**src/rtl/seg_pkg.sv**
```systemverilog
// Shared types and constants for the 3-digit 7-segment scan driver.
package seg_pkg;

    localparam int NUM_DIGITS = 3;
    localparam int NIBBLE_W   = 4;

    typedef enum logic [1:0] {
        IDLE  = 2'd0,
        SHOW  = 2'd1,
        BLANK = 2'd2
    } state_t;

    // Active-high segment patterns, bit order {g,f,e,d,c,b,a} (a = bit 0).
    localparam logic [6:0] SEG7_HEX [16] = '{
        7'h3F, 7'h06, 7'h5B, 7'h4F,   // 0 1 2 3
        7'h66, 7'h6D, 7'h7D, 7'h07,   // 4 5 6 7
        7'h7F, 7'h6F, 7'h77, 7'h7C,   // 8 9 A b
        7'h39, 7'h5E, 7'h79, 7'h71    // C d E F
    };

endpackage

```
**src/rtl/seg_scan_driver_hex.sv**
```systemverilog
// Combinational hex nibble to active-high 7-segment pattern lookup.
module hex_to_seg7
    import seg_pkg::*;
(
    input  logic [NIBBLE_W-1:0] i_nibble,
    output logic [6:0]          o_seg
);

    assign o_seg = SEG7_HEX[i_nibble];

endmodule

```
**src/rtl/seg_scan_driver.sv**
```systemverilog
// Time-multiplexed 3-digit 7-segment driver with inter-digit blanking,
// per-frame snapshot of the value and optional leading-zero suppression.
module seg_scan_driver
    import seg_pkg::*;
#(
    parameter int CLK_HZ       = 50000000,
    parameter int SCAN_HZ      = 1000,
    parameter int BLANK_CYCLES = 64,
    parameter int ACTIVE_LOW   = 1
) (
    input  logic                          clk,
    input  logic                          reset,
    input  logic                          enable,
    input  logic                          lz_suppress,
    input  logic [NUM_DIGITS*NIBBLE_W-1:0] seg_value,
    output logic [6:0]                    seg,
    output logic [NUM_DIGITS-1:0]         dig_sel,
    output logic                          frame_done
);

    localparam int DIV = CLK_HZ / SCAN_HZ;
    localparam int CW  = (DIV > 1) ? $clog2(DIV) : 1;

    generate
        if (DIV < BLANK_CYCLES + 2 || BLANK_CYCLES < 1) begin : g_bad_cfg
            $error("seg_scan_driver: DIV must be >= BLANK_CYCLES+2 and BLANK_CYCLES >= 1");
        end
    endgenerate

    localparam logic [CW-1:0] SHOW_LAST  = CW'(DIV - BLANK_CYCLES - 1);
    localparam logic [CW-1:0] BLANK_LAST = CW'(BLANK_CYCLES - 1);
    localparam logic          POL        = (ACTIVE_LOW != 0);
    localparam logic [6:0]    SEG_OFF    = {7{POL}};
    localparam logic [NUM_DIGITS-1:0] DIG_OFF = {NUM_DIGITS{POL}};

    state_t                          r_state;
    logic [CW-1:0]                   r_cnt;
    logic [1:0]                      r_idx;
    logic [NUM_DIGITS*NIBBLE_W-1:0]  r_frame;
    logic [6:0]                      r_seg;
    logic [NUM_DIGITS-1:0]           r_dig;
    logic                            r_fd;

    state_t                          w_state_nx;
    logic [CW-1:0]                   w_cnt_nx;
    logic [1:0]                      w_idx_nx;
    logic                            w_snap;
    logic [NUM_DIGITS*NIBBLE_W-1:0]  w_frame_nx;
    logic [NIBBLE_W-1:0]             w_nib;
    logic [6:0]                      w_seg7;
    logic                            w_blank;
    logic                            w_fd_nx;
    logic [6:0]                      w_seg_ah;
    logic [NUM_DIGITS-1:0]           w_dig_ah;

    // Next-state, slot counter and digit index; disable forces IDLE.
    always_comb begin
        w_state_nx = r_state;
        w_cnt_nx   = r_cnt + 1'b1;
        w_idx_nx   = r_idx;
        w_snap     = 1'b0;
        case (r_state)
            IDLE: begin
                w_cnt_nx = '0;
                if (enable) begin
                    w_state_nx = SHOW;
                    w_idx_nx   = 2'd0;
                    w_snap     = 1'b1;
                end
            end
            SHOW: begin
                if (r_cnt == SHOW_LAST) begin
                    w_state_nx = BLANK;
                    w_cnt_nx   = '0;
                end
            end
            BLANK: begin
                if (r_cnt == BLANK_LAST) begin
                    w_state_nx = SHOW;
                    w_cnt_nx   = '0;
                    if (r_idx == 2'd2) begin
                        w_idx_nx = 2'd0;
                        w_snap   = 1'b1;
                    end else begin
                        w_idx_nx = r_idx + 2'd1;
                    end
                end
            end
            default: begin
                w_state_nx = IDLE;
                w_cnt_nx   = '0;
                w_idx_nx   = 2'd0;
            end
        endcase
        if (!enable) begin
            w_state_nx = IDLE;
            w_cnt_nx   = '0;
            w_idx_nx   = 2'd0;
            w_snap     = 1'b0;
        end
    end

    // The snapshot is taken on the same edge that enters digit 0, so the
    // outputs of that edge must already decode the incoming value.
    assign w_frame_nx = w_snap ? seg_value : r_frame;

    // Select the nibble for the digit being entered.
    always_comb begin
        w_nib = w_frame_nx[3:0];
        case (w_idx_nx)
            2'd1:    w_nib = w_frame_nx[7:4];
            2'd2:    w_nib = w_frame_nx[11:8];
            default: w_nib = w_frame_nx[3:0];
        endcase
    end

    hex_to_seg7 u_hex (
        .i_nibble (w_nib),
        .o_seg    (w_seg7)
    );

    // Leading-zero blanking: digit 0 always lit.
    assign w_blank = lz_suppress &&
                     (((w_idx_nx == 2'd2) && (w_frame_nx[11:8] == 4'h0)) ||
                      ((w_idx_nx == 2'd1) && (w_frame_nx[11:4] == 8'h00)));

    // Pulse lands on the final BLANK cycle of digit 2.
    assign w_fd_nx = (w_state_nx == BLANK) && (r_idx == 2'd2) && (w_cnt_nx == BLANK_LAST);

    // Active-high view of the outputs for the state being entered.
    always_comb begin
        w_seg_ah = 7'h00;
        w_dig_ah = '0;
        if (w_state_nx == SHOW && !w_blank) begin
            w_seg_ah = w_seg7;
            w_dig_ah = NUM_DIGITS'(1) << w_idx_nx;
        end
    end

    // State and registered outputs; polarity applied only here.
    always_ff @(posedge clk) begin
        if (reset) begin
            r_state <= IDLE;
            r_cnt   <= '0;
            r_idx   <= 2'd0;
            r_frame <= '0;
            r_seg   <= SEG_OFF;
            r_dig   <= DIG_OFF;
            r_fd    <= 1'b0;
        end else begin
            r_state <= w_state_nx;
            r_cnt   <= w_cnt_nx;
            r_idx   <= w_idx_nx;
            r_frame <= w_frame_nx;
            r_seg   <= w_seg_ah ^ SEG_OFF;
            r_dig   <= w_dig_ah ^ DIG_OFF;
            r_fd    <= w_fd_nx;
        end
    end

    assign seg        = r_seg;
    assign dig_sel    = r_dig;
    assign frame_done = r_fd;

endmodule

```
**config.mk**
```make
export PLATFORM = sky130hd
export DESIGN_NAME = seg_scan_driver
export DESIGN_NICKNAME = d
export VERILOG_FILES = /design/src/rtl/seg_pkg.sv /design/src/rtl/seg_scan_driver_hex.sv /design/src/rtl/seg_scan_driver.sv
export SDC_FILE = /design/constraint.sdc
export NUM_CORES = 1
export LEC_CHECK = 0
export CORE_MARGIN = 1.5
export CORE_UTILIZATION = 35
export CTS_BUF_LIST = sky130_fd_sc_hd__clkbuf_4
export CTS_CLUSTER_SIZE = 12
export DETAILED_ROUTE_END_ITERATION = 10
export MAX_ROUTING_LAYER = met4
export PLACE_DENSITY_LB_ADDON = 0.2
export SLEW_MARGIN = 20
export SYNTH_ARGS = -nofsm -noshare
export SYNTH_HDL_FRONTEND = slang
export SYNTH_SLANG_ARGS = --single-unit
```
**constraint.sdc**
```tcl
create_clock -name clk -period 4.3 [get_ports clk]
set_clock_uncertainty 0.1 [all_clocks]
set_input_delay 0.86 -clock clk [delete_from_list [all_inputs] [get_ports clk]]
set_output_delay 0.86 -clock clk [all_outputs]
set_load 0.05 [all_outputs]
```
==> impl_metrics.tcl, run 1 <==
set metrics [dict create \
    postSynthAreaPerCell_um2 8.91 \
    area_added_between_synthesis_and_finish_pct 17.2 \
    hpwl_um 3690 \
    tritoncts "done" \
    synth_top_family_by_area "simple AND/OR/NAND/NOR gates" \
    power_per_cell_area_mw_per_mm2 290 \
    synth_top_cell_area_share_pct 35.7 \
    antenna_violations_before_repair 0 \
    drt_pre_antenna_iters 4 \
    fillCellCount 668 \
    grt_pass1_wl_um 8610 \
    final_area_mm2 0.00283 \
    route.detailed.wl_per_inst_um 13.1 \
    insertion_delay_ps 360 \
    synth_enable_flop_cells 0 \
    insertedDiodeCount 0 \
    cp_slowest_stage_delay_ps 570 \
    critical_path_class "flop to flop" \
    synth_compound_gate_area_share_pct 14.4 \
    worstPathArrival_ps 4140 \
    slew_headroom_pct 55.9 \
    cp-end-kind "flop" \
    worst_hold_path_type "flop to flop" \
    post_synth_xor_area_fraction_pct 5.08 \
    post_synth_num_cell_types 55 \
    vias 1929 \
    drt_drc_violations_left 0 \
    worst_pin_slew_ps 659 \
    synthDominantAreaCellType "dfxtp_1" \
    startpoint_type "flop" \
    synth_most_common_cell "dfxtp_1" \
    synth_sequential_area_ratio_pct 35.7 \
    post-cts-setup-buffer-count 0 \
    timing.hold.ws_ps 382 \
    synth-simple-area-share_pct 25.1 \
    grt_setup_unrepaired "false" \
    synthesis.nets 302 \
    run_status "finished clean" \
    floorplan.die.width_um 86.0 \
    clk_root_buf "clkbuf_4" \
    critical-path-slowest-cell "or4_4" \
    place_area_mm2 0.00273 \
    synthesis_warnings 0 \
    grt_start_max_net_pins 18 \
    synthAdderAreaFrac_pct 7.78 \
    totalPowerFinal_mw 0.820 \
    final-hold-violation-count 0 \
    ant_nets 0 \
    fmax_mhz 249 \
    final_nets 327 \
    finalCriticalPeriod_ps 4010 \
    cpMostUsedCell "nand2_1" \
    core_mm2 0.00672 \
    maxCapViolCount 0 \
    total_number_of_placement_rows 30 \
    setup_viol 0 \
    vias_in_the_first_global_route 1856 \
    die_area_mm2 0.00740 \
    layout-drive-gt1-share_pct 9.09 \
    clock_input_transition_at_the_sequential_cells_of_the_worst_setup_and_hold_paths_ps 130 \
    ys_seq_elements 43 \
    initial_utilization_pct 35.9 \
    synth-main-ff-cell "dfxtp_1" \
    dr.first_iter.drc_count 72 \
    die-height_um 86.0 \
    dp_worst_setup_slack_ps 238 \
    yosys-top-cells-count "dfxtp_1 (43), nor2_1 (41), nand2_1 (26)" \
    cts_max_level 2 \
    globalplace.congestion 0.866 \
    synthesis.area_mm2 0.00241 \
    ys_top_cells_by_area "dfxtp_1 (36%), ha_1 (7.8%), nor2_1 (6.4%)" \
    crit_chain "or4_4 -> nor3_4 -> nand2_1 -> or3_1 -> nand2_1 -> a22o_1 -> nand3_1 -> ha_2 -> inv_1 -> nor3_1 -> nor3_2 -> buf_4 -> ha_1 -> nor2_1 -> a211o_1 -> o311ai_1" \
    critical_path_peak_fanout 8 \
    peakVddDrop_mv 0.161 \
    global_route.overflow_total 0 \
    totalWireLength_um 4940 \
    max-clock-path-buffers 2 \
    clkSinkCount 43 \
    synth.mux.area_fraction_pct 7.00 \
    portBuffers 26 \
    finalCritPeriodShare_pct 93.2 \
    async_reset_ff_share_pct 0 \
    detail_route.vias_per_cell 5.12 \
    p_leak_nw 1.11 \
    global_route.usage.total_pct 15.3 \
    smallest_setup_slack_after_layout_ps 292 \
    cts_inserted_buffers 5 \
    required_ps 4430 \
    ios 27 \
    synth_cells 271 \
    finalMaxSlewViolations 0 \
    fin_tns_setup_ps 0 \
]
[path summary, 6_finish.rpt]
| kind | slack, ps | end | cells past startpoint | start |
|---|---|---|---|---|
| hold reg to reg | 380 | r_cnt[0]$_SDFF_PP0_ | 1 | r_cnt[0]$_SDFF_PP0_ |
| hold / removal | 380 | r_cnt[0]$_SDFF_PP0_ | 1 | r_cnt[0]$_SDFF_PP0_ |
| setup / recovery | 290 | seg[1]$_SDFF_PP1_ | 16 | r_cnt[8]$_SDFF_PP0_ |
| setup reg to reg | 290 | seg[1]$_SDFF_PP1_ | 16 | r_cnt[8]$_SDFF_PP0_ |
[layer usage]
metal  global-route usage [%]  wire length, um
met1                     18.7             2420
met2                     23.7             2210
met3                     3.66              148
met4                     7.18              157
met5                        -                0
[worst max-delay path, delay by kind of cell (launching register included)]
kind / cells / cell delay [ps]
and+or+nand+nor: 9 / 2030
adders and majority gates: 2 / 750
AOI/OAI and AO/OA: 3 / 320
buffers and inverters: 2 / 290
DFF: 1 / 400
[per-stage QoR]
step,utilization (%),instances
2_1_floorplan,-,271
3_3_place_gp,40.7,369
3_5_place_dp,40.7,369
4_1_cts,41.9,377
5_1_grt,42.1,377
6_report,42.1,377
[flip-flops by register name, summed over array words and instances (netlist names)]
signal	cells
r_state	2
dig_sel	3
frame_done	1
r_cnt	16
r_idx	2
r_frame	12
seg	7
[kinds of logic after synthesis]
kind of cell | after synthesis
and+or+nand+nor | 116
AOI/OAI and AO/OA | 44
muxes | 15
DFF | 43
xor gates and xnor gates | 14
buffers and inverters | 24
adders and majority gates | 15
[repair_timing]
action                     in CTS  in global routing
setup endpoints to repair       0                  4
resized for setup               0                  2
hold buffers                    0                  0
[cell usage in the layout (no fill, tap or decap), drive strengths merged, types with 3 or more instances in the layout]
cell type      instances
or3                    5
o21ai                  7
inv                   14
nor4                   3
xor2                   6
dfxtp                 43
clkdlybuf4s50         26
ha                    15
clkbuf                 5
and2                   3
a31oi                  3
xnor2                  8
nand3                  7
nor3                   7
mux2                   3
nand2b                 4
mux2i                 12
nor2                  41
nand2                 26
nand4                  3
and3                   8
o221ai                 6
a21oi                  7
[cell type report]
cell class	count	area, um^2	area share [%]
multi-input cells	204	1450	51.1
flip-flops and latches	43	861	30.4
repair buffers	28	288	10.2
well taps	80	100	3.54
inverters	14	52.6	1.86
clock inverters	3	43.8	1.55
clock buffers	5	37.5	1.33
[power breakdown]
| part | total (mW) | leakage [nW] | switching, mW | internal, mW |
|---|---|---|---|---|
| clock network | 0.263 | 0.0452 | 0.141 | 0.123 |
| logic | 0.139 | 0.717 | 0.0776 | 0.0614 |
| registers | 0.418 | 0.350 | 0.00609 | 0.412 |
Note: power is estimated with default switching activity, not from simulation.
==> run 2: changes to the inputs <==
Settings changed: CTS_CLUSTER_SIZE 12 to default.
==> results of run 2 <==
The final DEF is identical to that of run 1; final timing and power are the same.
==> run 3: changes to the inputs <==
Settings changed: SLEW_MARGIN 20 to default.
==> results of run 3 <==
The final DEF is identical to that of run 1; final timing and power are the same.
